==> config.mk <==
export PLATFORM = sky130hd
export DESIGN_NAME = bcd_stopwatch
export DESIGN_NICKNAME = d
export VERILOG_FILES = /design/src/rtl/bcd_stopwatch.sv
export SDC_FILE = /design/constraint.sdc
export NUM_CORES = 1
export LEC_CHECK = 0
export BUFFER_PORTS_ARGS = -buffer_cell sky130_fd_sc_hd__buf_4
export CAP_MARGIN = 10
export CORE_ASPECT_RATIO = 0.7
export CORE_UTILIZATION = 65
export DETAILED_ROUTE_END_ITERATION = 8
export PLACE_DENSITY = 0.84
export SYNTH_ARGS = -nofsm -noshare
export SYNTH_HDL_FRONTEND = slang
export SYNTH_SLANG_ARGS = --single-unit
==> constraint.sdc <==
create_clock -name clk -period 4.7 [get_ports clk]
set_clock_uncertainty 0.1 [all_clocks]
set_input_delay 0.235 -clock clk [delete_from_list [all_inputs] [get_ports clk]]
set_output_delay 0.235 -clock clk [all_outputs]
set_load 0.05 [all_outputs]
==> src/rtl/bcd_stopwatch.sv <==
// Two-digit BCD stopwatch core: button conditioning, count prescaler, 00-99
// BCD counter and a time-multiplexed digit output for a 7-segment decoder.
module bcd_stopwatch #(
   parameter int TICK_DIV = 10_000_000,
   parameter int MUX_DIV  = 1024
) (
   input  logic       clk,
   input  logic       rst,
   input  logic       btn_run,
   input  logic       btn_clr,
   output logic [3:0] counter,
   output logic       digit_sel,
   output logic       running,
   output logic       wrap
);

   localparam int PW = (TICK_DIV > 1) ? $clog2(TICK_DIV) : 1;
   localparam int MW = (MUX_DIV > 1) ? $clog2(MUX_DIV) : 1;
   localparam logic [PW-1:0] PRE_LAST = PW'(TICK_DIV - 1);
   localparam logic [MW-1:0] MUX_LAST = MW'(MUX_DIV - 1);

   typedef enum logic {
      ST_STOP = 1'b0,
      ST_RUN  = 1'b1
   } run_state_t;

   // Returns {carry, next_digit}; a digit at 9 (or corrupted above 9) rolls to 0.
   function automatic logic [4:0] bcd_inc(input logic [3:0] d);
      if (d >= 4'd9) begin
         bcd_inc = {1'b1, 4'd0};
      end else begin
         bcd_inc = {1'b0, d + 4'd1};
      end
   endfunction

   logic          run_meta_r;
   logic          run_sync_r;
   logic          run_dly_r;
   logic          clr_meta_r;
   logic          clr_sync_r;
   logic          run_edge_s;

   run_state_t    state_r;
   run_state_t    state_next_s;

   logic [PW-1:0] pre_r;
   logic [PW-1:0] pre_next_s;
   logic          tick_s;

   logic [3:0]    ones_r;
   logic [3:0]    tens_r;
   logic [3:0]    ones_next_s;
   logic [3:0]    tens_next_s;
   logic [4:0]    ones_inc_s;
   logic [4:0]    tens_inc_s;
   logic          wrap_r;
   logic          wrap_next_s;

   logic [MW-1:0] mux_r;
   logic [MW-1:0] mux_next_s;
   logic          sel_r;
   logic          sel_next_s;

   assign run_edge_s = run_sync_r & ~run_dly_r;
   assign tick_s     = (state_r == ST_RUN) && (pre_r == PRE_LAST);
   assign ones_inc_s = bcd_inc(ones_r);
   assign tens_inc_s = bcd_inc(tens_r);

   // Two-flop synchronizers for both buttons plus the run edge-detect delay flop.
   always_ff @(posedge clk) begin
      if (rst) begin
         run_meta_r <= 1'b0;
         run_sync_r <= 1'b0;
         run_dly_r  <= 1'b0;
         clr_meta_r <= 1'b0;
         clr_sync_r <= 1'b0;
      end else begin
         run_meta_r <= btn_run;
         run_sync_r <= run_meta_r;
         run_dly_r  <= run_sync_r;
         clr_meta_r <= btn_clr;
         clr_sync_r <= clr_meta_r;
      end
   end

   // Run/stop state register.
   always_ff @(posedge clk) begin
      if (rst) begin
         state_r <= ST_STOP;
      end else begin
         state_r <= state_next_s;
      end
   end

   // Each synchronized rising edge of the run button flips between stop and run.
   always_comb begin
      state_next_s = state_r;
      case (state_r)
         ST_STOP: begin
            if (run_edge_s) begin
               state_next_s = ST_RUN;
            end else begin
               state_next_s = ST_STOP;
            end
         end
         ST_RUN: begin
            if (run_edge_s) begin
               state_next_s = ST_STOP;
            end else begin
               state_next_s = ST_RUN;
            end
         end
         default: state_next_s = ST_STOP;
      endcase
   end

   // Prescaler and BCD digits; clear beats tick, and the prescaler holds while stopped.
   always_comb begin
      pre_next_s  = pre_r;
      ones_next_s = ones_r;
      tens_next_s = tens_r;
      wrap_next_s = 1'b0;
      if (clr_sync_r) begin
         pre_next_s  = PW'(1'b0);
         ones_next_s = 4'd0;
         tens_next_s = 4'd0;
      end else begin
         if (state_r == ST_RUN) begin
            if (pre_r == PRE_LAST) begin
               pre_next_s = PW'(1'b0);
            end else begin
               pre_next_s = pre_r + PW'(1'b1);
            end
         end else begin
            pre_next_s = pre_r;
         end
         if (tick_s) begin
            ones_next_s = ones_inc_s[3:0];
            if (ones_inc_s[4]) begin
               tens_next_s = tens_inc_s[3:0];
               wrap_next_s = tens_inc_s[4];
            end else begin
               tens_next_s = tens_r;
            end
         end else begin
            ones_next_s = ones_r;
            tens_next_s = tens_r;
         end
      end
   end

   // Count state and the registered rollover pulse.
   always_ff @(posedge clk) begin
      if (rst) begin
         pre_r  <= PW'(1'b0);
         ones_r <= 4'd0;
         tens_r <= 4'd0;
         wrap_r <= 1'b0;
      end else begin
         pre_r  <= pre_next_s;
         ones_r <= ones_next_s;
         tens_r <= tens_next_s;
         wrap_r <= wrap_next_s;
      end
   end

   // Free-running display mux divider; digit_sel flips each time it rolls over.
   always_comb begin
      if (mux_r == MUX_LAST) begin
         mux_next_s = MW'(1'b0);
         sel_next_s = ~sel_r;
      end else begin
         mux_next_s = mux_r + MW'(1'b1);
         sel_next_s = sel_r;
      end
   end

   // Display mux state.
   always_ff @(posedge clk) begin
      if (rst) begin
         mux_r <= MW'(1'b0);
         sel_r <= 1'b0;
      end else begin
         mux_r <= mux_next_s;
         sel_r <= sel_next_s;
      end
   end

   // Digit selection straight from registered state, so counter always tracks digit_sel.
   always_comb begin
      if (sel_r) begin
         counter = tens_r;
      end else begin
         counter = ones_r;
      end
   end

   assign digit_sel = sel_r;
   assign running   = (state_r == ST_RUN);
   assign wrap      = wrap_r;

endmodule
======== Yosys cells after proc, flatten, opt, wreduce, memory -nomap -nowiden ========
Cells that the tools add are included.
storage, ports and cells
  register bits after elaboration ......... 50
  bits of input ports ..................... 4
  output and inout bits ................... 7
  logic and storage cells ................. 38
cells by class
  $add $sub $neg .......................... 4
  $lt $le $gt $ge ......................... 2
  eq/ne operators ......................... 2
  muxes and demuxes ....................... 7
  bitwise operators ....................... 6
  reductions and logical operators ........ 5
operator list
  kind                     number
  $add A24 B1 Y24 const B  1
  $eq A24 B24 Y1 const B   1
  $mux W24                 1
  $add A10 B1 Y10 const B  1
  $eq A10 B10 Y1 const B   1
  $mux W5                  2
  $add A4 B1 Y4 const B    2
  $ge A4 B4 Y1 const B     2
  $not A1 Y1               5
  $mux W4                  1
  $reduce_or A2 Y1         2
  $reduce_or A4 Y1         1
  $mux W1                  2
  $pmux W1 S2              1
  $reduce_and A2 Y1        1
  $and A1 B1 Y1            1
  $logic_and A1 B1 Y1      1

======== Depth between registers and ports, before layout ========
  depth after elaboration ................. 4
  mapped depth ............................ 7
  depth with buffers taken out ............ 6

======== Worst setup path after synthesis ========
No wires, ideal clock.
  kind .................................... flip-flop to flip-flop
  start ................................... register state_r, in the netlist running
  end ..................................... register pre_r[23]
  library setup time ...................... 70 ps
  arrival time ............................ 2340 ps
  data required time ...................... 4530 ps
  slack ................................... 2190 ps
  cell stages (with the launch flop) ...... 8
  buffers on the path ..................... 3
  cells stage by stage .................... dfxtp_1 -> buf_4 -> nand4_2 -> buf_6 -> or4_1 -> buf_2 -> or4b_1 -> a21oi_1
RTL lines
  element                 line  RTL
  start, declared         43    run_state_t state_r;
  start signal, assigned  91    state_r <= state_next_s;
  end signal, assigned    155   pre_r <= PW'(1'b0);
  end signal, assigned    160   pre_r <= pre_next_s;
  end, declared           46    logic [PW-1:0] pre_r;

==> reports/results.ini <==
[status]
status=complete, no violations

[setup_path]
cp-start-kind=register
crit_buf_inv=0
cp_max_fo=21
endpoint_kind=register
cp_cell_sequence=nand4_2 -> or4_4 -> o21ai_2 -> nor2_1
worstPathArrival_ns=2.66
ff2ff_path_depth=4
reg2reg_slack_ns=2.09
rr_startpoint=running
max_stage_delay_ns=0.72
worst_path_dominant_cell_family=simple AND/OR/NAND/NOR gates
r2r-end=pre_r[4]
required_ns=4.75
slowest_stage=o21ai_2
crit_type=reg -> reg

[power_and_ir_drop]
combPwrFrac=0.031
power.total_mw=0.753
switchingPower_mw=0.159
leakagePower_nw=0.855
clkPwrFrac=0.393
p_per_area_nw_per_um2=293
ir_worst_vdd_mv=0.253
p_int_mw=0.594
p_sw_frac=0.211
seq_power_share=0.576

[cells_and_area]
antenna_cells=0
nFillCells=275
drive_above_1_share=0.100
final_nets=291
mostFrequentLayoutCell=dfxtp_1
layout_common_cells=dfxtp_1, nor2_1, a21oi_1
syn_to_final_growth_pct=7.27

[detailed_routing]
vias_per_cell=6.02
wl_um=4550
wl_per_cell_um=13.8
drt_iter0_markers=95
drt_pass1_iterations=4
drc=0
antenna_left=0
vias=1987

[die]
coreArea_um2=3510
floorplan.initialDensity=0.681
num_io_pins=11
die_w_um=74.5
dieArea_um2=3930
dieHeight_um=52.8
row_count=18

[synthesis]
synthesis.area_um2=2390
synth_cell_types=44
synth_edf_count=0
synth-seq-cells=50
synth.net_count=287
async_flop_share=0
ys_seq_area_frac=0.418
synth_warnings=0
synthCells=275
avgSynthCellArea_um2=8.70
synth_flop_cell=dfxtp_1

[place]
dp_slack_ns=2.16
io_buffers=10
place_hpwl_um=3190
gp_congestion=0.824

[grt]
use_met3=0.0519
grt_max_degree=22
grt_pass1_vias=1637
grt.met1_usage=0.357
grtUsageMet2=0.381
grt_overflow_total=0
track_usage=0.251
grt_pass1_wl_um=7410
top_usage_layer=met2
antenna_found_initial=0

[clocking]
path_clk_slew_ns=0.09
cts_tree=built
cts_sinks=50
cts_max_path_buffers=2
cts_hold_buf=0
cts-buffers-inserted=5
cts_resized=0
worstSkewPairLatency_ns=0.30
cts_root_buf=clkbuf_8
h-tree-depth=2
postCtsSetupBuffers=0

[timing]
fmax_mhz=383
maxSlewHeadroom=0.431
tightest_slew_ns=0.854
slew_violations=0
setup_ws_ns=2.09
fin_crit_sh=0.555
setup_violations=0
rsz0062_at_grt=false
hold_viol=0
setup_tns_ns=0
holdWs_ns=0.0519
fin_crit_ns=2.61

[job]
maxCapViolCount=0

[worst_hold_path]
whs_endpoint=clr_meta_r
worstHoldPathType=in -> reg
hold_path_startpoint=btn_clr
hold_depth=2

## metal layers
layer  up-vias  routed length, um
li1        990                  -
met1       947               2260
met2        46               2020
met3         4                234
met4         0                 31
met5         -                  0
## metrics by stage
stage	util	cell area, um2	instances
5_1_grt	0.730	2570	330
3_3_place_gp	0.699	2460	322
2_1_floorplan	-	2390	275
3_5_place_dp	0.699	2460	322
6_report	0.730	2570	330
4_1_cts	0.730	2570	330
## flip-flops by register name (all words and copies together) (netlist names)
register,count
pre_r,24
mux_r,10
ones_r,4
tens_r,4
clr_meta_r,1
clr_sync_r,1
digit_sel,1
run_dly_r,1
run_meta_r,1
run_sync_r,1
running,1
wrap,1
## worst max path at each step
stage          cells past startpoint  startpoint   endpoint
6_report                           4     running   pre_r[4]
5_1_grt                            4     running   pre_r[3]
4_1_cts                            5    pre_r[0]   pre_r[4]
3_5_place_dp                       4     running   pre_r[2]
3_3_place_gp                       4     running   pre_r[0]
2_1_floorplan                      7     running  pre_r[23]
## worst reg2reg max path, stage by stage, from the launching register on
cell,delay (ns)
dfxtp_1,0.56
nand4_2,0.31
or4_4,0.64
o21ai_2,0.72
nor2_1,0.14
## area by class of cell
type	instances	area (um2)	area share
tap	50	62.6	0.0244
clock inverter	3	40.0	0.0156
multi-input combinational	202	1280	0.499
inverter	10	37.5	0.0146
timing repair buffer	10	75.1	0.0293
clock buffer	5	68.8	0.0268
sequential	50	1000	0.390
## cell usage after synthesis, types with 2 or more instances
cell type,instances,share of area
buf_2,4,0.0084
o31ai_1,6,0.019
dfxtp_1,50,0.42
or4b_1,3,0.013
a21oi_1,19,0.040
o21ai_0,14,0.029
and2_1,3,0.0078
nand4b_1,2,0.0073
xnor2_1,11,0.040
xor2_1,9,0.033
or3_1,8,0.021
clkbuf_1,5,0.0078
inv_1,10,0.016
nor4_1,5,0.013
and3_1,2,0.0052
nor2_1,28,0.044
or3b_2,2,0.0073
nor2b_1,6,0.016
mux2i_1,2,0.0084
buf_6,2,0.0094
nor3b_1,2,0.0063
ha_1,8,0.042
nor3_1,3,0.0063
nand2_1,18,0.028
a21boi_0,2,0.0063
or4_1,10,0.031
or2_2,2,0.0052
nand4_1,12,0.031
nand3_1,12,0.025
## kinds of logic after synthesis
kind of cell,share of synthesized area
flip-flops,0.418
AO/OA/AOI/OAI,0.111
buffers and inverters,0.0460
adder cells (fa/ha/maj),0.0418
multiplexers,0.0131
AND/OR/NAND/NOR,0.296
XOR/XNOR,0.0732
## power by group through the flow
stage	clock [mW]	combinational, mW	sequential (mW)
5_1_grt	0.316	0.0260	0.435
3_3_place_gp	0	0.0228	0.443
3_5_place_dp	0	0.0231	0.444
2_1_floorplan	0	0.0174	0.443
4_1_cts	0.300	0.0234	0.434
6_report	0.296	0.0232	0.434
Power figures use the tool's default switching activity.
